File: config.mk
export PLATFORM = sky130hd
export DESIGN_NAME = player_ground_collider
export DESIGN_NICKNAME = d
export VERILOG_FILES = /design/src/rtl/player_ground_collider_pkg.sv /design/src/rtl/player_ground_collider_ground_candidate_check.sv /design/src/rtl/player_ground_collider.sv
export SDC_FILE = /design/constraint.sdc
export NUM_CORES = 1
export LEC_CHECK = 0
export ABC_CLOCK_PERIOD_IN_PS = 3400
export BUFFER_PORTS_ARGS = -buffer_cell sky130_fd_sc_hd__buf_2
export CAP_MARGIN = 5
export CORE_MARGIN = 2
export CORE_UTILIZATION = 45
export DETAILED_ROUTE_END_ITERATION = 16
export HOLD_SLACK_MARGIN = 0.12
export PLACE_DENSITY = 0.79
export SLEW_MARGIN = 30
export SYNTH_ARGS = -nofsm -noshare
export SYNTH_HDL_FRONTEND = slang
export SYNTH_SLANG_ARGS = --single-unit
File: constraint.sdc
create_clock -name clk_player_control -period 3.4 [get_ports clk_player_control]
set_input_delay 0.68 -clock clk_player_control [delete_from_list [all_inputs] [get_ports clk_player_control]]
set_output_delay 0.68 -clock clk_player_control [all_outputs]
set_load 0.005 [all_outputs]
File: src/rtl/player_ground_collider_pkg.sv
// Shared game definitions for the ground collider: coordinate widths, scan FSM
// encoding and the "no ground" sentinel.
package player_ground_collider_pkg;

  localparam int unsigned COORD_W          = 10;
  localparam int unsigned FEET_W           = COORD_W + 1;
  localparam int unsigned SNAP_TOL_DEFAULT = 2;

  typedef logic [COORD_W-1:0] coord_t;
  typedef logic [FEET_W-1:0]  feet_t;

  localparam coord_t NO_GROUND_Y = 10'h3FF;

  typedef enum logic [1:0] {
    ST_IDLE  = 2'd0,
    ST_ISSUE = 2'd1,
    ST_DRAIN = 2'd2
  } scan_state_t;

  // Player geometry captured at scan start; feet is pre-summed at 11 bits.
  typedef struct packed {
    coord_t x;
    coord_t w;
    feet_t  feet;
  } player_snap_t;

  function automatic feet_t widen(input coord_t v);
    return {1'b0, v};
  endfunction

endpackage

File: src/rtl/player_ground_collider_ground_candidate_check.sv
// Combinational test of one platform entry against the player snapshot and the
// current best ground height.
module ground_candidate_check
  import player_ground_collider_pkg::*;
#(
  parameter int unsigned SNAP_TOL = SNAP_TOL_DEFAULT
) (
  input  player_snap_t       snap,
  input  logic               entry_valid,
  input  logic [COORD_W-1:0] entry_x0,
  input  logic [COORD_W-1:0] entry_x1,
  input  logic [COORD_W-1:0] entry_y,
  input  logic [COORD_W-1:0] best_y,
  output logic               qualifies,
  output logic               better
);

  feet_t player_right;
  feet_t surface_limit;

  always_comb begin
    player_right  = widen(snap.x) + widen(snap.w);
    surface_limit = widen(entry_y) + FEET_W'(SNAP_TOL);
    qualifies     = entry_valid
                    && (widen(snap.x) < widen(entry_x1))
                    && (player_right > widen(entry_x0))
                    && (surface_limit >= snap.feet);
    // Strict less-than keeps the earlier entry on equal heights.
    better        = qualifies && (entry_y < best_y);
  end

endmodule

File: src/rtl/player_ground_collider.sv
// Scans the platform table once per scan_start and publishes the highest
// platform top beneath the player's feet, double-buffered behind scan_done.
module player_ground_collider
  import player_ground_collider_pkg::*;
#(
  parameter int unsigned NUM_PLATFORMS = 8,
  parameter int unsigned IDX_W         = 3,
  parameter int unsigned SNAP_TOL      = SNAP_TOL_DEFAULT
) (
  input  logic               clk_player_control,
  input  logic               reset,
  input  logic               scan_start,
  input  logic [COORD_W-1:0] player_pos_x,
  input  logic [COORD_W-1:0] player_pos_y,
  input  logic [COORD_W-1:0] player_w,
  input  logic [COORD_W-1:0] player_h,
  output logic [IDX_W-1:0]   platform_idx,
  input  logic               platform_valid,
  input  logic [COORD_W-1:0] platform_x0,
  input  logic [COORD_W-1:0] platform_x1,
  input  logic [COORD_W-1:0] platform_y,
  output logic [COORD_W-1:0] collider_ground_h_player,
  output logic               is_collider_ground_player,
  output logic               scan_busy,
  output logic               scan_done
);

  localparam logic [IDX_W-1:0] LAST_IDX = IDX_W'(NUM_PLATFORMS - 1);

  scan_state_t  state;
  player_snap_t snap;
  logic         rd_pending;
  logic         best_found;
  coord_t       best_y;
  logic         qualifies;
  logic         better;

  ground_candidate_check #(
    .SNAP_TOL (SNAP_TOL)
  ) u_check (
    .snap        (snap),
    .entry_valid (platform_valid),
    .entry_x0    (platform_x0),
    .entry_x1    (platform_x1),
    .entry_y     (platform_y),
    .best_y      (best_y),
    .qualifies   (qualifies),
    .better      (better)
  );

  always_ff @(posedge clk_player_control) begin
    if (reset) begin
      state                     <= ST_IDLE;
      platform_idx              <= '0;
      snap                      <= '0;
      rd_pending                <= 1'b0;
      best_found                <= 1'b0;
      best_y                    <= NO_GROUND_Y;
      collider_ground_h_player  <= '0;
      is_collider_ground_player <= 1'b0;
      scan_busy                 <= 1'b0;
      scan_done                 <= 1'b0;
    end else begin
      scan_done  <= 1'b0;
      rd_pending <= (state == ST_ISSUE);

      if (rd_pending && better) begin
        best_found <= 1'b1;
        best_y     <= platform_y;
      end

      case (state)
        ST_IDLE: begin
          if (scan_start) begin
            snap.x       <= player_pos_x;
            snap.w       <= player_w;
            snap.feet    <= widen(player_pos_y) + widen(player_h);
            best_found   <= 1'b0;
            best_y       <= NO_GROUND_Y;
            platform_idx <= '0;
            scan_busy    <= 1'b1;
            state        <= ST_ISSUE;
          end
        end
        ST_ISSUE: begin
          if (platform_idx == LAST_IDX) begin
            state <= ST_DRAIN;
          end else begin
            platform_idx <= platform_idx + IDX_W'(1);
          end
        end
        ST_DRAIN: begin
          // Publish once the read of the last index has been compared.
          if (!rd_pending) begin
            collider_ground_h_player  <= best_found ? best_y : '0;
            is_collider_ground_player <= best_found;
            scan_done                 <= 1'b1;
            scan_busy                 <= 1'b0;
            state                     <= ST_IDLE;
          end
        end
        default: state <= ST_IDLE;
      endcase
    end
  end

endmodule

==> results.sh, run 1 <==
export IMPL_worst_setup_path_start_kind="flop"
export IMPL_top_layer="met4"
export IMPL_grt_max_degree=59
export IMPL_insertion_delay_ns=0.35
export IMPL_cts_tree="yes"
export IMPL_row_count=35
export IMPL_wl_met2_um=4960
export IMPL_viasPerCell=5.38
export IMPL_fin_crit_sh_pct=102
export IMPL_layout_drive_gt1_share_pct=22.7
export IMPL_path_cells="ha_4 > fa_2 > a211oi_2 > o21ai_1 > and3_1 > or2_4 > xor2_1 > ha_1 > a2111oi_2 > o21ai_2 > o21ai_2 > a2111oi_4 > buf_4 > clkbuf_16 > o21ba_1"
export IMPL_met1_length_um=4290
export IMPL_dr_total_vias=3888
export IMPL_ys_ff_latch=61
export IMPL_dr_wl_met3_um=575
export IMPL_post_route_util_pct=55.3
export IMPL_cp_slowest_cell="a2111oi_2"
export IMPL_io_buffers=89
export IMPL_remaining_drc_errors=0
export IMPL_swShare_pct=28.0
export IMPL_routed_wl_um=9920
export IMPL_initial_core_util_pct=45.8
export IMPL_required_ns=3.64
export IMPL_fin_ws_ns=-0.0733
export IMPL_drt_pre_antenna_iters=4
export IMPL_finClkSkew_ns=0.00847
export IMPL_insertedDiodeCount=0
export IMPL_comb_power_share_pct=21.0
export IMPL_grt_pass1_vias=3804
export IMPL_cp_arrival_ns=3.72
export IMPL_clockPowerShare_pct=37.6
export IMPL_ys_flop_type="dfxtp_1"
export IMPL_power_internal_w=0.00133
export IMPL_crit_path_end_kind="flop"
export IMPL_cts_sinks=61
export IMPL_clk_pin_slew_worst_paths_ns=0.07
export IMPL_stdcell_count=723
export IMPL_final_cell_mix="buf_2, nand2_1, ha_1"
export IMPL_synth_area_sq_um=4170
export IMPL_syn_nets=653
export IMPL_hold_viol=0
export IMPL_multi_input_area_sq_um=2730
export IMPL_p_seq_share_pct=41.4
export IMPL_drtIter0Drc=125
export IMPL_design_core_area_sq_um=9110
export IMPL_max_cap_violations=0
export IMPL_cts_max_level=3
export IMPL_power_density_nw_per_um2=368
export IMPL_path_class="flop to flop"
export IMPL_antenna_found_initial=0
export IMPL_layout_commonest_cell="buf_2"
export IMPL_setup_viol=7
export IMPL_ys_types=58
export IMPL_area_growth_pct=20.8
export IMPL_netlist_instances=515
export IMPL_drt_wirelength_per_cell_um=13.7
export IMPL_critPathBufInv=2
export IMPL_status="finished with violations"
export IMPL_dpl_cell_count=702
export IMPL_seq_area_sq_um=1220
export IMPL_grt_overflow_total=0
export IMPL_final_nets=745
export IMPL_yosysSeqAreaShare_pct=29.3
export IMPL_path_max_fanout=5
export IMPL_fin_crit_ns=3.47
export IMPL_ir_drop_mv=0.223
export IMPL_rsz0062_at_grt="true"
export IMPL_grt_usage_pct=20.2
export IMPL_hold_ws_ns=0.454
export IMPL_relSlewSlack_pct=56.8
export IMPL_ys_warn_count=0
export IMPL_ant_nets=0
export IMPL_boundaryPins=90
export IMPL_max_freq_ghz=0.288
export IMPL_cts_path_max_buffers=2
export IMPL_violations="setup timing"
export IMPL_report_power_total_w=0.00185
export IMPL_die_area_sq_um=10000
export IMPL_grt_pass1_wl_um=16500
export IMPL_die_h_um=100
export IMPL_cpLargestDelayFamily="compound AO/OA/AOI/OAI gates"
export IMPL_pre_cts_slack_ns=-0.539
export IMPL_cts_made_buffers=9
export IMPL_dp_hpwl_um=7610
export IMPL_slew_viol_final=0
export IMPL_p_sw_w=0.000518
export IMPL_synthArstFlopShare_pct=0
export IMPL_crit_top_cell="o21ai_2"
export IMPL_max_stage_delay_ns=0.43
export IMPL_cts_root_buf="clkbuf_8"
export IMPL_hold_class="flop to flop"
export IMPL_worst_pin_slew_ns=0.646
export IMPL_avgSynthCellArea_sq_um=8.09
export IMPL_die_x_um=100
export IMPL_synth_edf_count=0
export IMPL_reg2reg_slack_ns=-0.07
export IMPL_p_leak_nw=2.38
export IMPL_place_gp_congestion=0.907
export IMPL_num_fill_cells=844
-- tightest hold or removal path, stage by stage, from the launching register on --
cell and delay (ns):
dfxtp_1 0.31, nand2_1 0.05, a21oi_1 0.05
-- per-stage QoR --
stage | TNS, ns | area, sq um
2_1_floorplan | 0 | 4170
6_report | -0.325 | 5030
3_5_place_dp | -5.48 | 4730
4_1_cts | -0.110 | 5030
5_1_grt | -2.16 | 5030
3_3_place_gp | -4.14 | 4730
-- sequential cells by signal (all words and copies together) (netlist names), 2 cells and up --
signal and cells:
snap 31, collider_ground_h_player 10, best_y 10, platform_idx 3, state 2
-- kinds of logic after synthesis --
kind of cell,after synthesis,synth area share (%)
compound gates,118,18.9
simple gates,177,19.8
xor+xnor,19,3.99
mux,10,2.40
flops,61,29.3
buf+inv,66,6.12
fa+ha+maj,64,19.6
-- worst paths after layout --
| kind | startpoint | to | cells after the start |
|---|---|---|---|
| worst max-delay path | snap[11] | best_found | 15 |
| worst min-delay path | collider_ground_h_player[3] | collider_ground_h_player[3] | 2 |
| worst min register to register | collider_ground_h_player[3] | collider_ground_h_player[3] | 2 |
| worst max register to register | snap[11] | best_found | 15 |
-- final cells by class --
| type | instances | share of cell area, % |
|---|---|---|
| Clock inverter | 5 | 1.49 |
| Tap cell | 111 | 2.76 |
| Clock buffer | 11 | 2.61 |
| Timing Repair Buffer | 102 | 11.2 |
| Multi-Input combinational cell | 388 | 54.3 |
| Sequential cell | 61 | 24.3 |
| Inverter | 45 | 3.36 |
-- power groups by stage --
| stage | clock network, W | logic (W) | registers, W |
|---|---|---|---|
| 2_1_floorplan | 0 | 0.000255 | 0.000774 |
| 3_3_place_gp | 0 | 0.000360 | 0.000779 |
| 3_5_place_dp | 0 | 0.000374 | 0.000781 |
| 4_1_cts | 0.000704 | 0.000386 | 0.000766 |
| 5_1_grt | 0.000737 | 0.000444 | 0.000769 |
| 6_report | 0.000696 | 0.000390 | 0.000766 |
-- timing repair --
action	CTS	global route
endpoints found under the setup margin	11	11
resized for setup	10	3
hold buffers	0	0
cloned	1	0
pin swaps	2	1
setup buffers	2	3
-- cell usage after synthesis, types with 2 or more instances --
master	number	area [sq um]
clkbuf_1	15	56.3
mux2i_1	10	100
or4_1	2	15.0
buf_1	5	18.8
ha_1	62	776
o311ai_0	2	17.5
nor3b_1	2	15.0
and2_1	2	12.5
nor2_1	35	131
xnor2_1	15	131
fa_1	2	40.0
o21ai_1	2	10.0
and3_1	2	12.5
a21oi_1	53	265
o31ai_1	2	15.0
o21a_1	4	30.0
a2111oi_0	6	52.6
xor2_1	4	35.0
nand2_1	83	312
nor4b_1	2	17.5
o211ai_1	3	22.5
a31o_2	2	17.5
a22o_1	2	17.5
dfxtp_1	61	1220
inv_1	45	169
nand2b_1	3	18.8
a21o_1	4	30.0
a31oi_1	4	25.0
o21bai_1	4	30.0
a2111oi_4	2	55.1
a211oi_1	4	30.0
nand3_1	19	95.1
nand4_1	2	12.5
nor3_1	8	40.0
or2_2	2	12.5
o21ai_0	14	70.1
nand3b_1	3	22.5
nor2b_1	3	18.8
-- per-layer routing --
metal  GRT usage (%)  vias up
li1                -     1980
met4            6.11        0
met2            37.0       90
met3            3.55       14
met5               0        -
met1            24.0     1804
Power figures use the tool's default switching activity.
==> run 2: changes to the inputs <==
SYNTH_HIERARCHICAL = 1   (was not set)
==> run 2 against run 1 <==
- the flow now finishes without violations
- die area is 0.75% higher
- wire length is 5.6% higher
- synthesized cell count is 4.7% higher
- count of clock-buffer cells in the layout stayed put
- via count is 5.3% higher
- sequential share of layout area is 0.17 points higher
- hold slack worse by 0.0046 ns
- critical endpoint is now best_y[9]
- cell area is 0.60% lower
- first-iteration DRC count is 80% higher
- area after synthesis is 0.78% higher
- critical path type unchanged
- sequential cell count stayed put
- highest routed layer unchanged
==> results.sh, run 2 <==
export IMPL_top_regs="snap: 31 flops, best_y: 10 flops, collider_ground_h_player: 10 flops"
export IMPL_fin_ws_ns=0.0470
export IMPL_pre_cts_slack_ns=-0.0116
export IMPL_hold_viol=0
export IMPL_insertion_delay_ns=0.34
export IMPL_syn_nets=677
export IMPL_viasPerCell=5.54
export IMPL_hold_class="flop to flop"
export IMPL_layout_drive_gt1_share_pct=20.4
export IMPL_fin_crit_ns=3.35
export IMPL_max_stage_delay_ns=0.35
export IMPL_hold_buffers=0
export IMPL_power_density_nw_per_um2=362
export IMPL_cts_sinks=61
export IMPL_status="completed"
export IMPL_rsz0062_at_grt="true"
export IMPL_worst_pin_slew_ns=0.830
export IMPL_cts_max_level=3
export IMPL_place_gp_congestion=0.935
export IMPL_r2r_cells=17
export IMPL_initial_core_util_pct=45.9
export IMPL_dr_total_vias=4094
export IMPL_cts_made_buffers=9
export IMPL_layout_commonest_cell="nand2_1"
export IMPL_cp_slowest_cell="fa_2"
export IMPL_crit_top_cell="a21o_1"
export IMPL_insertedDiodeCount=0
export IMPL_clk_pin_slew_worst_paths_ns=0.08
export IMPL_routed_wl_um=10500
export IMPL_finClkSkew_ns=0.0134
export IMPL_grt_pass1_vias=3995
export IMPL_die_h_um=101
export IMPL_ys_warn_count=6
export IMPL_swShare_pct=29.4
export IMPL_io_buffers=89
export IMPL_boundaryPins=90
export IMPL_grt_usage_pct=21.2
export IMPL_crit_path_end_kind="flop"
export IMPL_path_class="flop to flop"
export IMPL_worst_setup_path_start_kind="flop"
export IMPL_ir_drop_mv=0.160
export IMPL_max_cap_violations=0
export IMPL_grt_pass1_wl_um=17400
export IMPL_clockPowerShare_pct=35.5
export IMPL_whs_path_depth=2
export IMPL_multi_input_area_sq_um=2780
export IMPL_p_leak_nw=2.49
export IMPL_final_cell_mix="nand2_1, buf_2, ha_1"
export IMPL_setup_tns_ns=0
export IMPL_relSlewSlack_pct=44.5
export IMPL_top_register="snap"
export IMPL_avgSynthCellArea_sq_um=7.79
export IMPL_antenna_found_initial=0
export IMPL_die_area_sq_um=10100
export IMPL_grt_overflow_total=0
export IMPL_required_ns=3.57
export IMPL_slew_viol_final=0
export IMPL_p_sw_w=0.000532
export IMPL_synth_area_sq_um=4200
export IMPL_max_freq_ghz=0.298
export IMPL_cp_arrival_ns=3.52
export IMPL_path_cells="ha_4 > fa_2 > nand2_2 > a21oi_2 > o21a_1 > nor2_2 > xnor2_1 > ha_1 > a21o_1 > a21o_1 > a211o_1 > a222oi_1 > nor4_2 > buf_4 > and2_4 > nand2_1 > nand3_1"
export IMPL_dp_hpwl_um=7940
export IMPL_path_max_fanout=5
export IMPL_stdcell_count=739
export IMPL_area_growth_pct=19.1
export IMPL_fin_crit_sh_pct=98.6
export IMPL_largest_reg_flops=31
export IMPL_power_internal_w=0.00128
export IMPL_row_count=35
export IMPL_drtIter0Drc=225
export IMPL_cts_root_buf="clkbuf_8"
export IMPL_drt_pre_antenna_iters=5
export IMPL_netlist_instances=539
export IMPL_num_fill_cells=834
export IMPL_final_nets=762
export IMPL_design_core_area_sq_um=9150
export IMPL_setup_viol=0
export IMPL_p_seq_share_pct=42.6
export IMPL_remaining_drc_errors=0
export IMPL_comb_power_share_pct=21.9
export IMPL_drt_wirelength_per_cell_um=14.2
export IMPL_cts_tree="yes"
export IMPL_ant_nets=0
export IMPL_dpl_cell_count=719
export IMPL_hold_ws_ns=0.450
export IMPL_seq_area_sq_um=1220
export IMPL_die_x_um=101
export IMPL_grt_max_degree=56
export IMPL_cts_path_max_buffers=2
## run 2: through the flow
| stage | utilization [%] | area [sq um] | power, W |
|---|---|---|---|
| after global routing | 54.7 | 5000 | 0.00191 |
| final | 54.7 | 5000 | 0.00181 |
| after floorplan | - | 4200 | 0.00104 |
| after global placement | 51.7 | 4730 | 0.00115 |
| after detailed placement | 51.7 | 4730 | 0.00117 |
| after CTS | 53.9 | 4930 | 0.00182 |
## run 2: final cells by class
| class | instances | share of cell area (%) |
|---|---|---|
| sequential | 61 | 24.5 |
| clock inverter | 4 | 0.975 |
| tap | 111 | 2.78 |
| clock buffer | 11 | 2.83 |
| multi-input combinational | 411 | 55.6 |
| inverter | 45 | 3.38 |
| timing repair buffer | 96 | 10.0 |
## run 2: critical path: cells and delay by family, from the launching register on
| family | cells | cell delay, ns |
|---|---|---|
| DFF | 1 | 0.34 |
| AOI/OAI and AO/OA | 6 | 1.20 |
| buffers and inverters | 1 | 0.17 |
| xor gates and xnor gates | 1 | 0.13 |
| adders and majority gates | 3 | 0.77 |
| and+or+nand+nor | 6 | 0.56 |
## run 2: path summary, 6_finish.rpt
check | startpoint | endpoint | slack (ns)
worst max register to register | snap[11] | best_y[9] | 0.05
worst min-delay path | collider_ground_h_player[4] | collider_ground_h_player[4] | 0.45
worst max-delay path | snap[11] | best_y[9] | 0.05
worst min register to register | collider_ground_h_player[4] | collider_ground_h_player[4] | 0.45
## run 2: timing repair
action                     in CTS  in global routing
setup buffers                   0                  4
pin swaps                       0                  4
setup endpoints to repair      11                 11
gates resized for setup         4                 13
gates cloned                    0                  2
## run 2: power by group through the flow
stage	Clock (W)	Combinational [W]	Sequential, W
after detailed placement	0	0.000385	0.000785
after CTS	0.000657	0.000390	0.000769
final	0.000642	0.000396	0.000771
after floorplan	0	0.000264	0.000777
after global placement	0	0.000371	0.000783
after global routing	0.000682	0.000453	0.000775
## run 2: metal layers
| layer | part of all wire, % | vias to the layer above | wire length, um | global-route usage (%) |
|---|---|---|---|---|
| met5 | 0 | - | 0 | 0 |
| met4 | 2.9 | 0 | 301 | 9.91 |
| met3 | 4.6 | 29 | 483 | 2.91 |
| met2 | 49 | 119 | 5170 | 36.9 |
| met1 | 43 | 1885 | 4520 | 25.7 |
| li1 | - | 2061 | - | - |
